===== src/rtl/add_pipe_pkg.sv =====
// Shared widths, carry helper and reset constants for the two-stage add/sub pipeline.
package add_pipe_pkg;

  localparam int HALF = 16;
  localparam int W    = 2 * HALF;

  localparam logic [HALF-1:0] HALF_RST = '0;
  localparam logic [W-1:0]    WORD_RST = '0;

  // Carry out of a lookahead slice from its group generate/propagate.
  function automatic logic carry(input logic g, input logic p, input logic cin);
    return g | (p & cin);
  endfunction

endpackage


===== src/rtl/cla_16.sv =====
// 16-bit carry-lookahead slice: four 4-bit groups with a second lookahead level.
// Exposes group generate/propagate only; callers form the carry-out themselves.
module cla_16 (
  input  logic [15:0] a,
  input  logic [15:0] b,
  input  logic        c_in,
  output logic [15:0] sum,
  output logic        g_out,
  output logic        p_out
);

  always_comb begin : cla
    logic [15:0] g;
    logic [15:0] p;
    logic [15:0] c;
    logic [3:0]  gg;
    logic [3:0]  gp;
    logic [3:0]  gc;
    g = a & b;
    p = a ^ b;
    for (int k = 0; k < 4; k++) begin
      gg[k] = g[4*k+3]
            | (p[4*k+3] & g[4*k+2])
            | ((&p[4*k+3 -: 2]) & g[4*k+1])
            | ((&p[4*k+3 -: 3]) & g[4*k]);
      gp[k] = &p[4*k +: 4];
    end
    gc[0] = c_in;
    for (int k = 0; k < 3; k++) begin
      gc[k+1] = gg[k] | (gp[k] & gc[k]);
    end
    for (int k = 0; k < 4; k++) begin
      c[4*k] = gc[k];
      for (int j = 0; j < 3; j++) begin
        c[4*k+j+1] = g[4*k+j] | (p[4*k+j] & c[4*k+j]);
      end
    end
    sum   = p ^ c;
    g_out = gg[3] | (gp[3] & gg[2]) | (gp[3] & gp[2] & gg[1])
          | (gp[3] & gp[2] & gp[1] & gg[0]);
    p_out = &gp;
  end

endmodule


===== src/rtl/add_pipe_32.sv =====
// Two-stage pipelined 32-bit adder/subtractor with valid/ready on both sides.
// Define ADD_PIPE_OVF_EN to add the registered signed-overflow output ovf.
module add_pipe_32
  import add_pipe_pkg::*;
(
  input  logic         clk,
  input  logic         rst,
  input  logic [W-1:0] a,
  input  logic [W-1:0] b,
  input  logic         c_in,
  input  logic         sub,
  input  logic         in_valid,
  output logic         in_ready,
  output logic [W-1:0] sum,
  output logic         c_out,
  output logic         out_valid,
`ifdef ADD_PIPE_OVF_EN
  output logic         ovf,
`endif
  input  logic         out_ready
);

  logic [W-1:0]    bx;
  logic            cx;
  logic [HALF-1:0] lo_sum;
  logic [HALF-1:0] hi_sum;
  logic            g0, p0, g1, p1;

  logic            s1_valid_q, s1_valid_d;
  logic [HALF-1:0] lo_sum_q, lo_sum_d;
  logic [HALF-1:0] a_hi_q, a_hi_d;
  logic [HALF-1:0] bx_hi_q, bx_hi_d;
  logic            c16_q, c16_d;

  logic [W-1:0]    sum_q, sum_d;
  logic            c_out_q, c_out_d;
  logic            out_valid_q, out_valid_d;

  logic            s2_free, s1_adv, accept;

  assign bx = sub ? ~b : b;
  assign cx = sub | c_in;

  cla_16 u_lo (
    .a     (a[HALF-1:0]),
    .b     (bx[HALF-1:0]),
    .c_in  (cx),
    .sum   (lo_sum),
    .g_out (g0),
    .p_out (p0)
  );

  cla_16 u_hi (
    .a     (a_hi_q),
    .b     (bx_hi_q),
    .c_in  (c16_q),
    .sum   (hi_sum),
    .g_out (g1),
    .p_out (p1)
  );

  // Stage 1 may reload in the same cycle it hands its contents to stage 2.
  assign s2_free  = !out_valid_q | out_ready;
  assign s1_adv   = s1_valid_q & s2_free;
  assign in_ready = !s1_valid_q | s2_free;
  assign accept   = in_valid & in_ready;

`ifdef ADD_PIPE_OVF_EN
  logic ovf_q, ovf_d;
  assign ovf = ovf_q;
`endif

  always_comb begin
    // NOTE: every next-state signal takes its held value first so no path leaves it unassigned (no latch).
    s1_valid_d  = s1_valid_q;
    lo_sum_d    = lo_sum_q;
    a_hi_d      = a_hi_q;
    bx_hi_d     = bx_hi_q;
    c16_d       = c16_q;
    sum_d       = sum_q;
    c_out_d     = c_out_q;
    out_valid_d = out_valid_q;
`ifdef ADD_PIPE_OVF_EN
    ovf_d       = ovf_q;
`endif

    if (accept) begin
      lo_sum_d = lo_sum;
      c16_d    = carry(g0, p0, cx);
      a_hi_d   = a[W-1:HALF];
      bx_hi_d  = bx[W-1:HALF];
    end
    s1_valid_d = accept | (s1_valid_q & !s1_adv);

    if (s1_adv) begin
      sum_d       = {hi_sum, lo_sum_q};
      c_out_d     = carry(g1, p1, c16_q);
      out_valid_d = 1'b1;
`ifdef ADD_PIPE_OVF_EN
      // a[31] and bx[31] ride forward as the top bits of the high operands.
      ovf_d = (a_hi_q[HALF-1] == bx_hi_q[HALF-1]) & (hi_sum[HALF-1] != a_hi_q[HALF-1]);
`endif
    end else if (out_ready) begin
      out_valid_d = 1'b0;
    end
  end

  always_ff @(posedge clk) begin
    // NOTE: registers use non-blocking assignment so every flop samples pre-edge values.
    if (rst) begin
      s1_valid_q  <= 1'b0;
      lo_sum_q    <= HALF_RST;
      a_hi_q      <= HALF_RST;
      bx_hi_q     <= HALF_RST;
      c16_q       <= 1'b0;
      sum_q       <= WORD_RST;
      c_out_q     <= 1'b0;
      out_valid_q <= 1'b0;
`ifdef ADD_PIPE_OVF_EN
      ovf_q       <= 1'b0;
`endif
    end else begin
      s1_valid_q  <= s1_valid_d;
      lo_sum_q    <= lo_sum_d;
      a_hi_q      <= a_hi_d;
      bx_hi_q     <= bx_hi_d;
      c16_q       <= c16_d;
      sum_q       <= sum_d;
      c_out_q     <= c_out_d;
      out_valid_q <= out_valid_d;
`ifdef ADD_PIPE_OVF_EN
      ovf_q       <= ovf_d;
`endif
    end
  end

  assign sum       = sum_q;
  assign c_out     = c_out_q;
  assign out_valid = out_valid_q;

endmodule


===== config.mk =====
export PLATFORM = sky130hd
export DESIGN_NAME = add_pipe_32
export DESIGN_NICKNAME = d
export VERILOG_FILES = /design/src/rtl/add_pipe_pkg.sv /design/src/rtl/cla_16.sv /design/src/rtl/add_pipe_32.sv
export SDC_FILE = /design/constraint.sdc
export NUM_CORES = 1
export LEC_CHECK = 0
export CORE_MARGIN = 4
export CORE_UTILIZATION = 25
export DETAILED_ROUTE_END_ITERATION = 12
export GPL_TIMING_DRIVEN = 1
export SLEW_MARGIN = 40
export SYNTH_ARGS = -nofsm -noshare
export SYNTH_HDL_FRONTEND = slang
export SYNTH_SLANG_ARGS = --single-unit

===== constraint.sdc =====
create_clock -name clk -period 3.3 [get_ports clk]
set_input_delay 0.33 -clock clk [delete_from_list [all_inputs] [get_ports clk]]
set_output_delay 0.33 -clock clk [all_outputs]
set_load 0.01 [all_outputs]

==> results.md <==
- slew at the pin closest to its max-slew limit: 0.554 ns
- WL/cell: 13.2 um
- number of warning messages in the yosys log: 0
- largest buffer count on any clock path: 2
- die height: 142 um
- latest clock arrival within the worst-skew pair: 0.34 ns
- cell-internal power: 2.06 mW
- largest cells by area after synthesis: sky130_fd_sc_hd__dfxtp_1 (37%), sky130_fd_sc_hd__fa_1 (11%), sky130_fd_sc_hd__ha_1 (8.9%)
- placed insts: 838
- leading cell type by number of instances after synthesis: sky130_fd_sc_hd__nand2_1
- Vias per Instance: 4.37
- standby leakage power: 2.49 nW
- Commonest cells post-synth: sky130_fd_sc_hd__nand2_1 (102), sky130_fd_sc_hd__dfxtp_1 (84), sky130_fd_sc_hd__a21oi_1 (62), sky130_fd_sc_hd__nor2_1 (40), sky130_fd_sc_hd__a211oi_1 (35)
- highest attainable clock frequency: 316 MHz
- Seq cells post-synth: 84
- area delta synth->final: 38.9%
- placer congestion estimate: 0.794
- final antenna-violating net count: 0
- clock root buffer master: sky130_fd_sc_hd__clkbuf_16
- Worst IR Drop VDD: 0.000233 V
- syn nets: 642
- number of distinct library cells after synthesis: 36
- pwr/cell area: 450 mW/mm^2
- unrepaired setup endpoints after global routing: no
- hold path endpoint: sum[0]
- non-filler cells in the finished layout: 856
- start-to-end type of the worst setup path: in -> reg
- share of Yosys cell area claimed by the top area cell type: 37.4%
- Final setup viols: 0
- relative contribution of combinational cells to total power: 21.8%
- shortest period the worst path allows: 3.17 ns
- number of global-route vias before repair: 3654
- antenna violations before repair: 0
- Detail Placement HPWL: 8.75 mm
- count of pins over their slew limit: 0
- largest area contributor in the netlist: sky130_fd_sc_hd__dfxtp_1
- status: completed
- number of instances in the synthesized netlist: 516
- Num CTS Buffers: 9
- count of fill cells added during filler insertion: 1790
- classification of the worst-slack hold path: reg -> reg
- number of flops mapped to enable cells by yosys: 0
- placeable core region: 0.0175 sq mm
- Site Rows: 48
- overall power: 2.81 mW
- endpoint type of the worst setup path: flip-flop
- share of the clock period used by the worst path after layout: 95.9%
- sequential cell fraction of total power: 40.7%
- worst r2r dst: sum[31]
- violation count after the first detailed-routing iteration: 102
- total via count in the routed design: 3739
- hold-critical path depth: 2
- total negative slack for setup checks: 0 ns
- Post-Syn Area per Cell: 8.71 sq um
- max capacitance violation total: 0
- worst reg-to-reg setup slack: 0.22 ns
- Switch Pwr: 0.747 mW
- Worst Path Max Fanout: 4
- DR pass1 iterations: 4
- total number of nets in the final design: 753
- num ports: 105
- top flip-flop cell by instance count after synthesis: sky130_fd_sc_hd__dfxtp_1
- setup slack of the critical path after layout: 0.135 ns
- Net Sw Frac: 26.6%
- die outline area: 0.0202 sq mm
- Min-Delay Startpoint: lo_sum_q[0]
- number of antenna cells inserted: 0
- overall track demand over capacity in global routing: 11.6%
- launch instance of the worst register-to-register path: bx_hi_q[5]
- endpoint required time on the critical path: 3.57 ns
- fraction of registers with async set/reset: 0%
- global-route wire length before repair: 18.6 mm
- die width: 142 um
- Num Clock Sinks: 84
- Fin. Hold Viols: 0
- total wire length: 11.3 mm
- largest net degree at the start of global routing: 49
- worst clock skew on the final layout: 0.00433 ns
- Remaining Overflow, GRT: 0
- clock transition at the registers of the reported paths: 0.06 ns
- CTS tree: built
- mapped cell area: 0.00450 sq mm
- proportion of synthesized chip area in sequential cells: 37.4%
- H-Tree Level Count: 3
- number of port buffers: 104
- worst reg2reg path depth: 11
- number of buffers inserted by hold repair at cts: 0
- worst relative slew slack: 63.1%
- nature of the critical path startpoint: primary input
- Clock Power Share: 37.5%
- initial standard-cell utilization of the core: 25.7%
- critical path arrival: 3.44 ns
- Worst Setup Slack post-DPL: -0.228 ns
- DRC Markers: 0
- share of final-layout standard cells stronger than drive strength 1: 9.19%
## power by group through the flow
stage                     logic, mW  registers, mW  clock network, mW
after floorplan               0.349           1.16                  0
after global placement        0.597           1.17                  0
after detailed placement      0.605           1.17                  0
after CTS                     0.608           1.15               1.09
after global routing          0.697           1.15               1.13
final                         0.612           1.14               1.05
## cells in the final DEF (no fill, tap or decap), types with 20 or more instances in the layout
cell                              instances
sky130_fd_sc_hd__nor2_1                  39
sky130_fd_sc_hd__xnor2_1                 22
sky130_fd_sc_hd__nand2_1                102
sky130_fd_sc_hd__dfxtp_1                 83
sky130_fd_sc_hd__ha_1                    32
sky130_fd_sc_hd__clkdlybuf4s50_1        102
sky130_fd_sc_hd__inv_1                   34
sky130_fd_sc_hd__a21oi_1                 61
sky130_fd_sc_hd__buf_4                   27
sky130_fd_sc_hd__fa_1                    20
sky130_fd_sc_hd__a211oi_1                33
## sequential cells by signal (all words and copies together), names as in the netlist
signal / cells
c16_q: 1
lo_sum_q: 16
c_out: 1
s1_valid_q: 1
a_hi_q: 16
bx_hi_q: 16
sum: 32
out_valid: 1
## layer usage
layer  track usage, %  part of all wire [%]
met1             15.0                    47
met2             18.5                    46
met3             3.43                   6.1
met4             4.09                  0.85
met5                0                     0
## layout make-up
class                      count  area (sq um)  share of cell area (%)
sequential                    84          1680                    26.9
inverter                      34           128                    2.04
timing repair buffer         130          1230                    19.7
tap                          225           282                    4.51
clock buffer                  11           233                    3.73
clock inverter                 4          75.1                    1.20
multi-input combinational    368          2620                    41.9
## kinds of logic (layout without fill, tap and decap cells)
family	count (synthesis)	after routing	synth area share, %
AO/OA/AOI/OAI	111	111	15.2
flip-flops	84	84	37.4
buffers and inverters	64	179	5.54
AND/OR/NAND/NOR	161	161	14.5
XOR/XNOR	40	40	7.79
adder cells (fa/ha/maj)	56	56	19.6
## what timing repair did
item	in CTS	in global routing
resized for setup	0	8
endpoints found under the hold margin	0	0
setup buffers	0	3
setup endpoints to repair	0	3
## critical path: stages
cell and delay [ns]:
sky130_fd_sc_hd__clkdlybuf4s50_1 0.41, sky130_fd_sc_hd__xor2_1 0.14, sky130_fd_sc_hd__ha_1 0.36, sky130_fd_sc_hd__nand3_2 0.11, sky130_fd_sc_hd__a211oi_2 0.22, sky130_fd_sc_hd__nor3_2 0.09, sky130_fd_sc_hd__o31a_1 0.34, sky130_fd_sc_hd__fa_2 0.38
sky130_fd_sc_hd__fa_2 0.35, sky130_fd_sc_hd__fa_2 0.36, sky130_fd_sc_hd__xnor2_1 0.13, sky130_fd_sc_hd__nand2_1 0.08, sky130_fd_sc_hd__a21oi_2 0.13
## through the flow
stage | hold slack (ns) | utilization [%] | cell area, sq um
floorplan | 0.432 | - | 4530
global placement | 0.439 | 33.6 | 5880
detailed placement | 0.446 | 33.7 | 5880
CTS | 0.455 | 35.4 | 6190
global route | 0.470 | 35.7 | 6250
finish | 0.452 | 35.7 | 6250
## worst max path at each step
stage / startpoint / endpoint / slack (ns) / cells after the start
floorplan: sub / lo_sum_q[15] / 0.04 / 14
CTS: a_hi_q[5] / sum[31] / 0.1 / 11
finish: b[3] / lo_sum_q[15] / 0.13 / 13
detailed placement: b[5] / lo_sum_q[15] / -0.23 / 13
global placement: b[6] / lo_sum_q[15] / -0.18 / 13
global route: b[5] / lo_sum_q[15] / 0.00007 / 13
(Power assumes the default switching activity.)
